--- src/rtl/multi_producer_fsm_pkg.sv ---
// Shared types and default parameter values for the multi-channel stimulus producer.
package multi_producer_fsm_pkg;

  // Per-channel control state; encodings are fixed so waveforms read the same everywhere.
  typedef enum logic [1:0] {
    ST_IDLE  = 2'b00,
    ST_RUN   = 2'b01,
    ST_DONE  = 2'b10,
    ST_FLUSH = 2'b11
  } state_e;

  localparam int unsigned DEF_NUM_CH       = 2;
  localparam int unsigned DEF_DATA_W       = 32;
  localparam int unsigned DEF_STRIDE       = 2;
  localparam int unsigned DEF_FLUSH_CYCLES = 2;
  localparam int unsigned DEF_BURST_W      = 8;

endpackage

--- src/rtl/multi_producer_fsm_channel.sv ---
// One producer channel: arithmetic sequence SEED + k*STRIDE with stall hold,
// optional bounded bursts and a fixed-length flush sequence that rewinds the sequence.
module multi_producer_fsm_channel
  import multi_producer_fsm_pkg::*;
#(
  parameter int unsigned DATA_W       = DEF_DATA_W,
  parameter int unsigned STRIDE       = DEF_STRIDE,
  parameter int unsigned SEED         = 0,
  parameter int unsigned FLUSH_CYCLES = DEF_FLUSH_CYCLES,
  parameter int unsigned BURST_W      = DEF_BURST_W
) (
  input  logic               clk_i,
  input  logic               reset_n_i,
  input  logic               start_i,
  input  logic [BURST_W-1:0] burst_len_i,
  input  logic               stall_i,
  input  logic               flush_req_i,
  output logic [DATA_W-1:0]  out_data_o,
  output logic               in_valid_o,
  output logic               flush_o,
  output logic               done_o
);

  // Timer counts down FLUSH_CYCLES-1 .. 0, so it only needs to hold FLUSH_CYCLES-1.
  localparam int unsigned TMR_W = (FLUSH_CYCLES > 1) ? $clog2(FLUSH_CYCLES) : 1;
  localparam logic [TMR_W-1:0]  TMR_LOAD = TMR_W'(FLUSH_CYCLES - 1);
  localparam logic [DATA_W-1:0] SEED_V   = DATA_W'(SEED);
  localparam logic [DATA_W-1:0] STRIDE_V = DATA_W'(STRIDE);

  state_e             state_q, state_d;
  logic [DATA_W-1:0]  cnt_q, cnt_d;
  logic [DATA_W-1:0]  data_q, data_d;
  logic [BURST_W-1:0] sent_q, sent_d;
  logic [BURST_W-1:0] len_q, len_d;
  logic [TMR_W-1:0]   tmr_q, tmr_d;
  logic               valid_q, valid_d;
  logic               flush_q, flush_d;
  logic               done_q, done_d;
  logic [BURST_W-1:0] sent_inc_s;

  assign sent_inc_s = sent_q + BURST_W'(1);

  // Next-state and next-output logic; outputs default low so every state is explicit.
  always_comb begin
    state_d = state_q;
    cnt_d   = cnt_q;
    data_d  = data_q;
    sent_d  = sent_q;
    len_d   = len_q;
    tmr_d   = tmr_q;
    valid_d = 1'b0;
    flush_d = 1'b0;
    done_d  = 1'b0;
    case (state_q)
      ST_IDLE: begin
        if (start_i) begin
          state_d = ST_RUN;
          cnt_d   = SEED_V;
          sent_d  = '0;
          len_d   = burst_len_i;
        end else begin
          state_d = ST_IDLE;
        end
      end
      ST_RUN: begin
        if (flush_req_i) begin
          state_d = ST_FLUSH;
          cnt_d   = SEED_V;
          sent_d  = '0;
          tmr_d   = TMR_LOAD;
          flush_d = 1'b1;
        end else if (stall_i) begin
          state_d = ST_RUN;
        end else begin
          data_d  = cnt_q;
          valid_d = 1'b1;
          cnt_d   = cnt_q + STRIDE_V;
          // Unbounded bursts (len 0) never count issues.
          if (len_q != '0) begin
            sent_d = sent_inc_s;
            if (sent_inc_s == len_q) begin
              state_d = ST_DONE;
              done_d  = 1'b1;
            end else begin
              state_d = ST_RUN;
            end
          end else begin
            state_d = ST_RUN;
          end
        end
      end
      ST_DONE: begin
        // Flush outranks restart when both arrive together.
        if (flush_req_i) begin
          state_d = ST_FLUSH;
          cnt_d   = SEED_V;
          sent_d  = '0;
          tmr_d   = TMR_LOAD;
          flush_d = 1'b1;
        end else if (start_i) begin
          state_d = ST_RUN;
          cnt_d   = SEED_V;
          sent_d  = '0;
          len_d   = burst_len_i;
        end else begin
          state_d = ST_DONE;
          done_d  = 1'b1;
        end
      end
      ST_FLUSH: begin
        // Requests are ignored here; the sequence always lasts exactly FLUSH_CYCLES.
        if (tmr_q == '0) begin
          state_d = ST_IDLE;
        end else begin
          state_d = ST_FLUSH;
          tmr_d   = tmr_q - TMR_W'(1);
          flush_d = 1'b1;
        end
      end
      default: begin
        state_d = ST_IDLE;
      end
    endcase
  end

  // State and registered outputs; asynchronous reset returns the channel to its seed.
  always_ff @(posedge clk_i or negedge reset_n_i) begin
    if (!reset_n_i) begin
      state_q <= ST_IDLE;
      cnt_q   <= SEED_V;
      data_q  <= '0;
      sent_q  <= '0;
      len_q   <= '0;
      tmr_q   <= '0;
      valid_q <= 1'b0;
      flush_q <= 1'b0;
      done_q  <= 1'b0;
    end else begin
      state_q <= state_d;
      cnt_q   <= cnt_d;
      data_q  <= data_d;
      sent_q  <= sent_d;
      len_q   <= len_d;
      tmr_q   <= tmr_d;
      valid_q <= valid_d;
      flush_q <= flush_d;
      done_q  <= done_d;
    end
  end

  assign out_data_o = data_q;
  assign in_valid_o = valid_q;
  assign flush_o    = flush_q;
  assign done_o     = done_q;

endmodule

--- src/rtl/multi_producer_fsm.sv ---
// N-channel stimulus producer: one independent channel per pipeline, channel i seeded with i.
module multi_producer_fsm
  import multi_producer_fsm_pkg::*;
#(
  parameter int unsigned NUM_CH       = DEF_NUM_CH,
  parameter int unsigned DATA_W       = DEF_DATA_W,
  parameter int unsigned STRIDE       = DEF_STRIDE,
  parameter int unsigned FLUSH_CYCLES = DEF_FLUSH_CYCLES,
  parameter int unsigned BURST_W      = DEF_BURST_W
) (
  input  logic                     clk_i,
  input  logic                     reset_n_i,
  input  logic                     start_i,
  input  logic [BURST_W-1:0]       burst_len_i,
  input  logic [NUM_CH-1:0]        stall_i,
  input  logic [NUM_CH-1:0]        flush_req_i,
  output logic [NUM_CH*DATA_W-1:0] out_data_o,
  output logic [NUM_CH-1:0]        in_valid_o,
  output logic [NUM_CH-1:0]        flush_o,
  output logic [NUM_CH-1:0]        done_o
);

  for (genvar i = 0; i < NUM_CH; i++) begin : g_ch
    multi_producer_fsm_channel #(
      .DATA_W       (DATA_W),
      .STRIDE       (STRIDE),
      .SEED         (i),
      .FLUSH_CYCLES (FLUSH_CYCLES),
      .BURST_W      (BURST_W)
    ) u_ch (
      .clk_i       (clk_i),
      .reset_n_i   (reset_n_i),
      .start_i     (start_i),
      .burst_len_i (burst_len_i),
      .stall_i     (stall_i[i]),
      .flush_req_i (flush_req_i[i]),
      .out_data_o  (out_data_o[i*DATA_W +: DATA_W]),
      .in_valid_o  (in_valid_o[i]),
      .flush_o     (flush_o[i]),
      .done_o      (done_o[i])
    );
  end

endmodule

--- config.mk ---
export PLATFORM = sky130hd
export DESIGN_NAME = multi_producer_fsm
export DESIGN_NICKNAME = d
export VERILOG_FILES = /design/src/rtl/multi_producer_fsm_pkg.sv /design/src/rtl/multi_producer_fsm_channel.sv /design/src/rtl/multi_producer_fsm.sv
export SDC_FILE = /design/constraint.sdc
export NUM_CORES = 1
export LEC_CHECK = 0
export ABC_AREA = 1
export CAP_MARGIN = 10
export CORE_MARGIN = 1.5
export CORE_UTILIZATION = 38
export CTS_CLUSTER_SIZE = 14
export DETAILED_ROUTE_END_ITERATION = 6
export GPL_ROUTABILITY_DRIVEN = 0
export HOLD_SLACK_MARGIN = 0.08
export MAX_ROUTING_LAYER = met4
export SLEW_MARGIN = 20
export SYNTH_ARGS = -nofsm -noshare
export SYNTH_HDL_FRONTEND = slang
export SYNTH_HIERARCHICAL = 1
export SYNTH_SLANG_ARGS = --single-unit
export TNS_END_PERCENT = 5
--- constraint.sdc ---
create_clock -name clk_i -period 1.8 [get_ports clk_i]
set_input_delay 0.18 -clock clk_i [delete_from_list [all_inputs] [get_ports clk_i]]
set_output_delay 0.18 -clock clk_i [all_outputs]
set_load 0.05 [all_outputs]
# Yosys cells after proc, flatten, opt, wreduce, memory -nomap -nowiden
# Cells that the tools add are included.
# classes
n_addsub	6
eq_ne	16
bitwise	4
reduce_logical	22
mux	75
# ops
op	count
$mux 32	8
$pmux 32 s3	2
$mux 8	14
$add 32x2->32 const B	2
$pmux 8 s3	2
$pmux 8 s2	2
$mux 1	26
$mux 2	13
$add 8x1->8 const B	2
$eq 8x8->1	2
$pmux 2 s4	2
$reduce_bool 8->1	2
$pmux 1 s2	6
$reduce_and 2->1	6
$reduce_and 3->1	4
$eq 2x2->1 const B	4
$reduce_bool 2->1	4
$ne 3x2->1 const B	2
$ne 3x3->1 const B	2
$reduce_bool 3->1	2
$eq 2x1->1 const B	2
$logic_not 2->1	2
$ne 2x1->1 const B	2
$ne 2x2->1 const B	2
3 further kinds	8
# word_totals
inputBits	15
out_inout_bits	70
word_cells	141
register_bits	172

# Longest topological paths before layout
# logic_depth
depth_word	7
depth_mapped	13
depth_no_buf	13

# Modules after synthesis
# The synthesis kept the hierarchy.
# modules_own_cells
module	instances	cells_each	area_each_um2
multi_producer_fsm_channel at g_ch[1].u_ch	1	622	4748.3
multi_producer_fsm_channel at g_ch[0].u_ch	1	604	4626.9

# Worst setup path before layout
# Ideal clock, no wire load.
# synth_path
path_type	register to register
from	reg g_ch[1].u_ch.state_q[1]
to	reg g_ch[1].u_ch.cnt_q[13]
path_buffers	1
path_stages_with_launch	13
setup_slack_ps	134
required_time_ps	1669
arrival_ps	1535
setup_ps	131
synth_period_minus_slack_ps	1666
cell_sequence	dfrtp_1 inv_1 ha_1 inv_2 nor2_8 nand2_1 nand2_1 inv_2 buf_6 nand2_8 inv_4 a21oi_1 a31oi_1
# synth_between
elab_chain_cells	3
# synth_rtl
item	line_no	rtl
from (decl)	multi_producer_fsm_channel.sv:30	state_e state_q, state_d;
from (signal assigned)	multi_producer_fsm_channel.sv:139	state_q <= state_d;
$eq 2x1->1, or another cell as far along	multi_producer_fsm_channel.sv:54	case (state_q)
$ne 3x3->1 (no line) or $reduce_bool 3->1 (tied branches)	-	
$reduce_and 2->1 (no line)	-	
to (signal assigned)	multi_producer_fsm_channel.sv:140	cnt_q <= cnt_d;
to (decl)	multi_producer_fsm_channel.sv:31	logic [DATA_W-1:0] cnt_q, cnt_d;
# Several ways; a longest one is shown, not always the timed one.
# A chain may end at the register's enable or synchronous reset.

# Worst setup path after layout
# layout_path
from	reg g_ch[0].u_ch.state_q[1]
to	reg g_ch[0].u_ch.cnt_q[12]
# layout_between
elab_chain_cells	3
# layout_rtl
item	line_no
from (decl)	multi_producer_fsm_channel.sv:30
from (signal assigned)	multi_producer_fsm_channel.sv:139
$eq 2x1->1, or another cell as far along	multi_producer_fsm_channel.sv:54
$ne 3x3->1 (no line) or $reduce_bool 3->1 (tied branches)	-
$reduce_and 2->1 (no line)	-
to (signal assigned)	multi_producer_fsm_channel.sv:140
to (decl)	multi_producer_fsm_channel.sv:31
# Several ways; a longest one is shown, not always the timed one.

==> metrics <==
first-pass GRT wire length=39.8 mm; Max Clk Rate=0.554 GHz; sw frac=42.4%; largest net degree at the start of global routing=59; crit end category=register; nature of the critical path startpoint=register; Post-synth EDFFs=0; reg2reg path depth=9; die footprint=0.0256 sq mm; Final Slew Violations=0; P_int=8.89 mW; Pwr per Cell Area=1290 mW/mm^2; Setup violations, final=1; Routed WL=24.3 mm; nets@finish=1417; First-pass DRT Iterations=5; Worst-Margin Slew=0.523 ns; Synth cell types=43; IO Count=85; top post-synthesis cells by area=dfrtp_1 46%, nand2_1 14%, inv_1 5.3%, nand3_1 4.6%, nor2_1 4.3%; combinational power share=43.5%; Synth top area share=45.6%; overall overflow remaining after global route=0; antenna fix cells=0; Final ANT Viol Nets=0; Final Hold Vio Count=0; Setup Skew=0.00961 ns; Synth Cell Area=0.00938 sq mm; via count=8593; placed cells=1690; Yosys reg bits=172; hpwl dp=17.8 mm; CTS root buf=clkbuf_16; drt drc=0; Initial Util=38.7%; CP Max Fanout=6; TritonCTS clock tree=built; initial antenna violation count=0; most frequent cells in the layout=349 x nand2_1, 169 x dfrtp_1, 130 x inv_1; vias in the first global route=7902; clk_lat worst skew=0.44 ns; CTS Buffer Depth=2; commonest non-fill, non-tap cell in the layout=nand2_1; worst setup margin=-0.00462 ns; CP Class=reg -> reg; Starting DRT DRC Count=661; fraction of layout cells with a size suffix above 1=16.3%; clock sink count=172; Clk pin slew, worst setup/hold paths=0.08 ns; Area Growth Syn to Fin=27.7%; Arr. time, crit path=2.18 ns; Max Cap Violations=0; failing checks=setup timing; switching power=6.55 mW; VDD IR-drop max=0.773 mV; IO buf count=84; syn_area_per_cell=7.65 sq um; status=finished with violations; top_reg_cell synth=dfrtp_1; Final Critical Period=1.80 ns; Leak=5.91 nW; Ys Warns=6; Vert. Die Dim=160 microns; proportion of power drawn by the clock network=24.0%; TritonCTS Buffers=17; critical path required time=2.17 ns; core area=0.0242 sq mm; Post-Place Worst Slack=-0.0897 ns; Synthesized Nets=1255; wire length per cell=14.1 microns; Non-Filler Instances=1725; drt via density=4.98; Max H-tree Level=4; fill cell count=2383; Seq pwr share=32.5%; Hold/Removal Path Class=in -> async; Final Power=15.4 mW; Synth area leader=dfrtp_1; unrepaired setup endpoints after global routing=true; Setup TNS=-0.00462 ns; Async S/R FF share, synth=100%; fin crit share=100%; relative slew slack=65.2%; Die Wd=160 microns; register area share after synthesis=45.9%; Syn Inst Count=1226; Total GRT Usage=19.8%; row count=57
## layout make-up
cell class	instances	area [sq um]	share of cell area, %
clock buffer	17	425	3.55
clock inverter	15	173	1.44
inverter	153	582	4.86
multi-input combinational	872	4440	37.1
sequential	172	4310	36.0
tap	324	405	3.39
timing repair buffer	172	1640	13.7
## state kept, by name, indices dropped and copies added (netlist names)
name,count
g_ch.u_ch/flush_o,2
g_ch.u_ch/cnt_q,64
g_ch.u_ch/done_o,2
g_ch.u_ch/out_data_o,64
g_ch.u_ch/in_valid_o,2
g_ch.u_ch/sent_q,16
g_ch.u_ch/len_q,16
g_ch.u_ch/tmr_q,2
g_ch.u_ch/state_q,4
## logic make-up after synthesis
group	synth area share, %
simple gates	29.2
compound gates	13.5
buf+inv	8.13
flops	45.9
fa+ha+maj	1.87
xor+xnor	0.934
mux	0.467
## through the flow
step,utilization (%),area (sq um),hold WS (ns)
2_1_floorplan,-,9380,-0.116
3_3_place_gp,46.1,11200,0.142
3_5_place_dp,46.1,11200,0.143
4_1_cts,48.5,11800,0.236
5_1_grt,49.4,12000,0.273
6_report,49.4,12000,0.242
## worst max-delay path, stage by stage (launching register included)
cell and delay (ns):
dfrtp_1 0.38, inv_1 0.10, ha_1 0.34, inv_2 0.05, nor2_1 0.12, nand2_2 0.12
nor2_4 0.26, buf_4 0.17, a31oi_1 0.07, a31oi_1 0.13
## cell usage after synthesis (3+ instances only)
| cell | n |
|---|---|
| nor3_1 | 18 |
| clkbuf_1 | 8 |
| xor2_1 | 10 |
| dfrtp_1 | 171 |
| nor2_4 | 10 |
| inv_2 | 19 |
| a31oi_1 | 11 |
| ha_1 | 14 |
| a21oi_1 | 46 |
| nand2_4 | 4 |
| o22ai_1 | 26 |
| buf_6 | 6 |
| nand3_2 | 5 |
| nor3_2 | 3 |
| nor2_2 | 9 |
| o211ai_1 | 12 |
| inv_1 | 132 |
| or2_2 | 3 |
| buf_2 | 11 |
| nand4_1 | 10 |
| o21ai_0 | 81 |
| nand2_2 | 7 |
| nand2_1 | 350 |
| mux2_2 | 3 |
| nor2_1 | 108 |
| o21ai_1 | 35 |
| nand3_1 | 86 |
| buf_4 | 4 |
| o21ai_2 | 7 |
## routing by layer
| layer | up-vias | GRT usage [%] | wire, microns |
|---|---|---|---|
| met3 | 17 | 3.04 | 1150 |
| li1 | 4323 | - | - |
| met5 | - | - | 0 |
| met1 | 4044 | 28.2 | 12100 |
| met2 | 209 | 29.0 | 10700 |
| met4 | 0 | 5.90 | 257 |
## power by group through the flow
stage | sequential, mW | clock [mW] | combinational [mW]
final | 5.02 | 3.71 | 6.72
after global routing | 5.11 | 3.95 | 7.43
after CTS | 5.02 | 3.78 | 6.50
after detailed placement | 5.10 | 0 | 6.50
after global placement | 5.09 | 0 | 6.44
after floorplan | 5.73 | 0 | 3.41
## what timing repair did
action,in CTS,in global routing
pin swaps,1,3
hold buffers,1,0
setup buffers,0,2
resized for setup,37,60
endpoints found under the setup margin,75,159
endpoints found under the hold margin,126,0
## worst paths after layout
check                                                              from                                       to  slack (ns)
worst max-delay path                  g_ch[0].u_ch/state_q[1]$_DFF_PN0_       g_ch[0].u_ch/cnt_q[12]$_DFFE_PN0P_      -0.005
worst min-delay path                                          reset_n_i       g_ch[0].u_ch/sent_q[5]$_DFFE_PN0P_        0.24
worst max register to register        g_ch[0].u_ch/state_q[1]$_DFF_PN0_       g_ch[0].u_ch/cnt_q[12]$_DFFE_PN0P_      -0.005
worst min register to register  g_ch[0].u_ch/out_data_o[16]$_DFFE_PN0P_  g_ch[0].u_ch/out_data_o[16]$_DFFE_PN0P_        0.47
max in group asynchronous                                     reset_n_i        g_ch[1].u_ch/cnt_q[7]$_DFFE_PN0P_        0.86
min in group clk_i                                       burst_len_i[5]        g_ch[1].u_ch/len_q[5]$_DFFE_PN0P_        0.36
(Power assumes the default switching activity.)
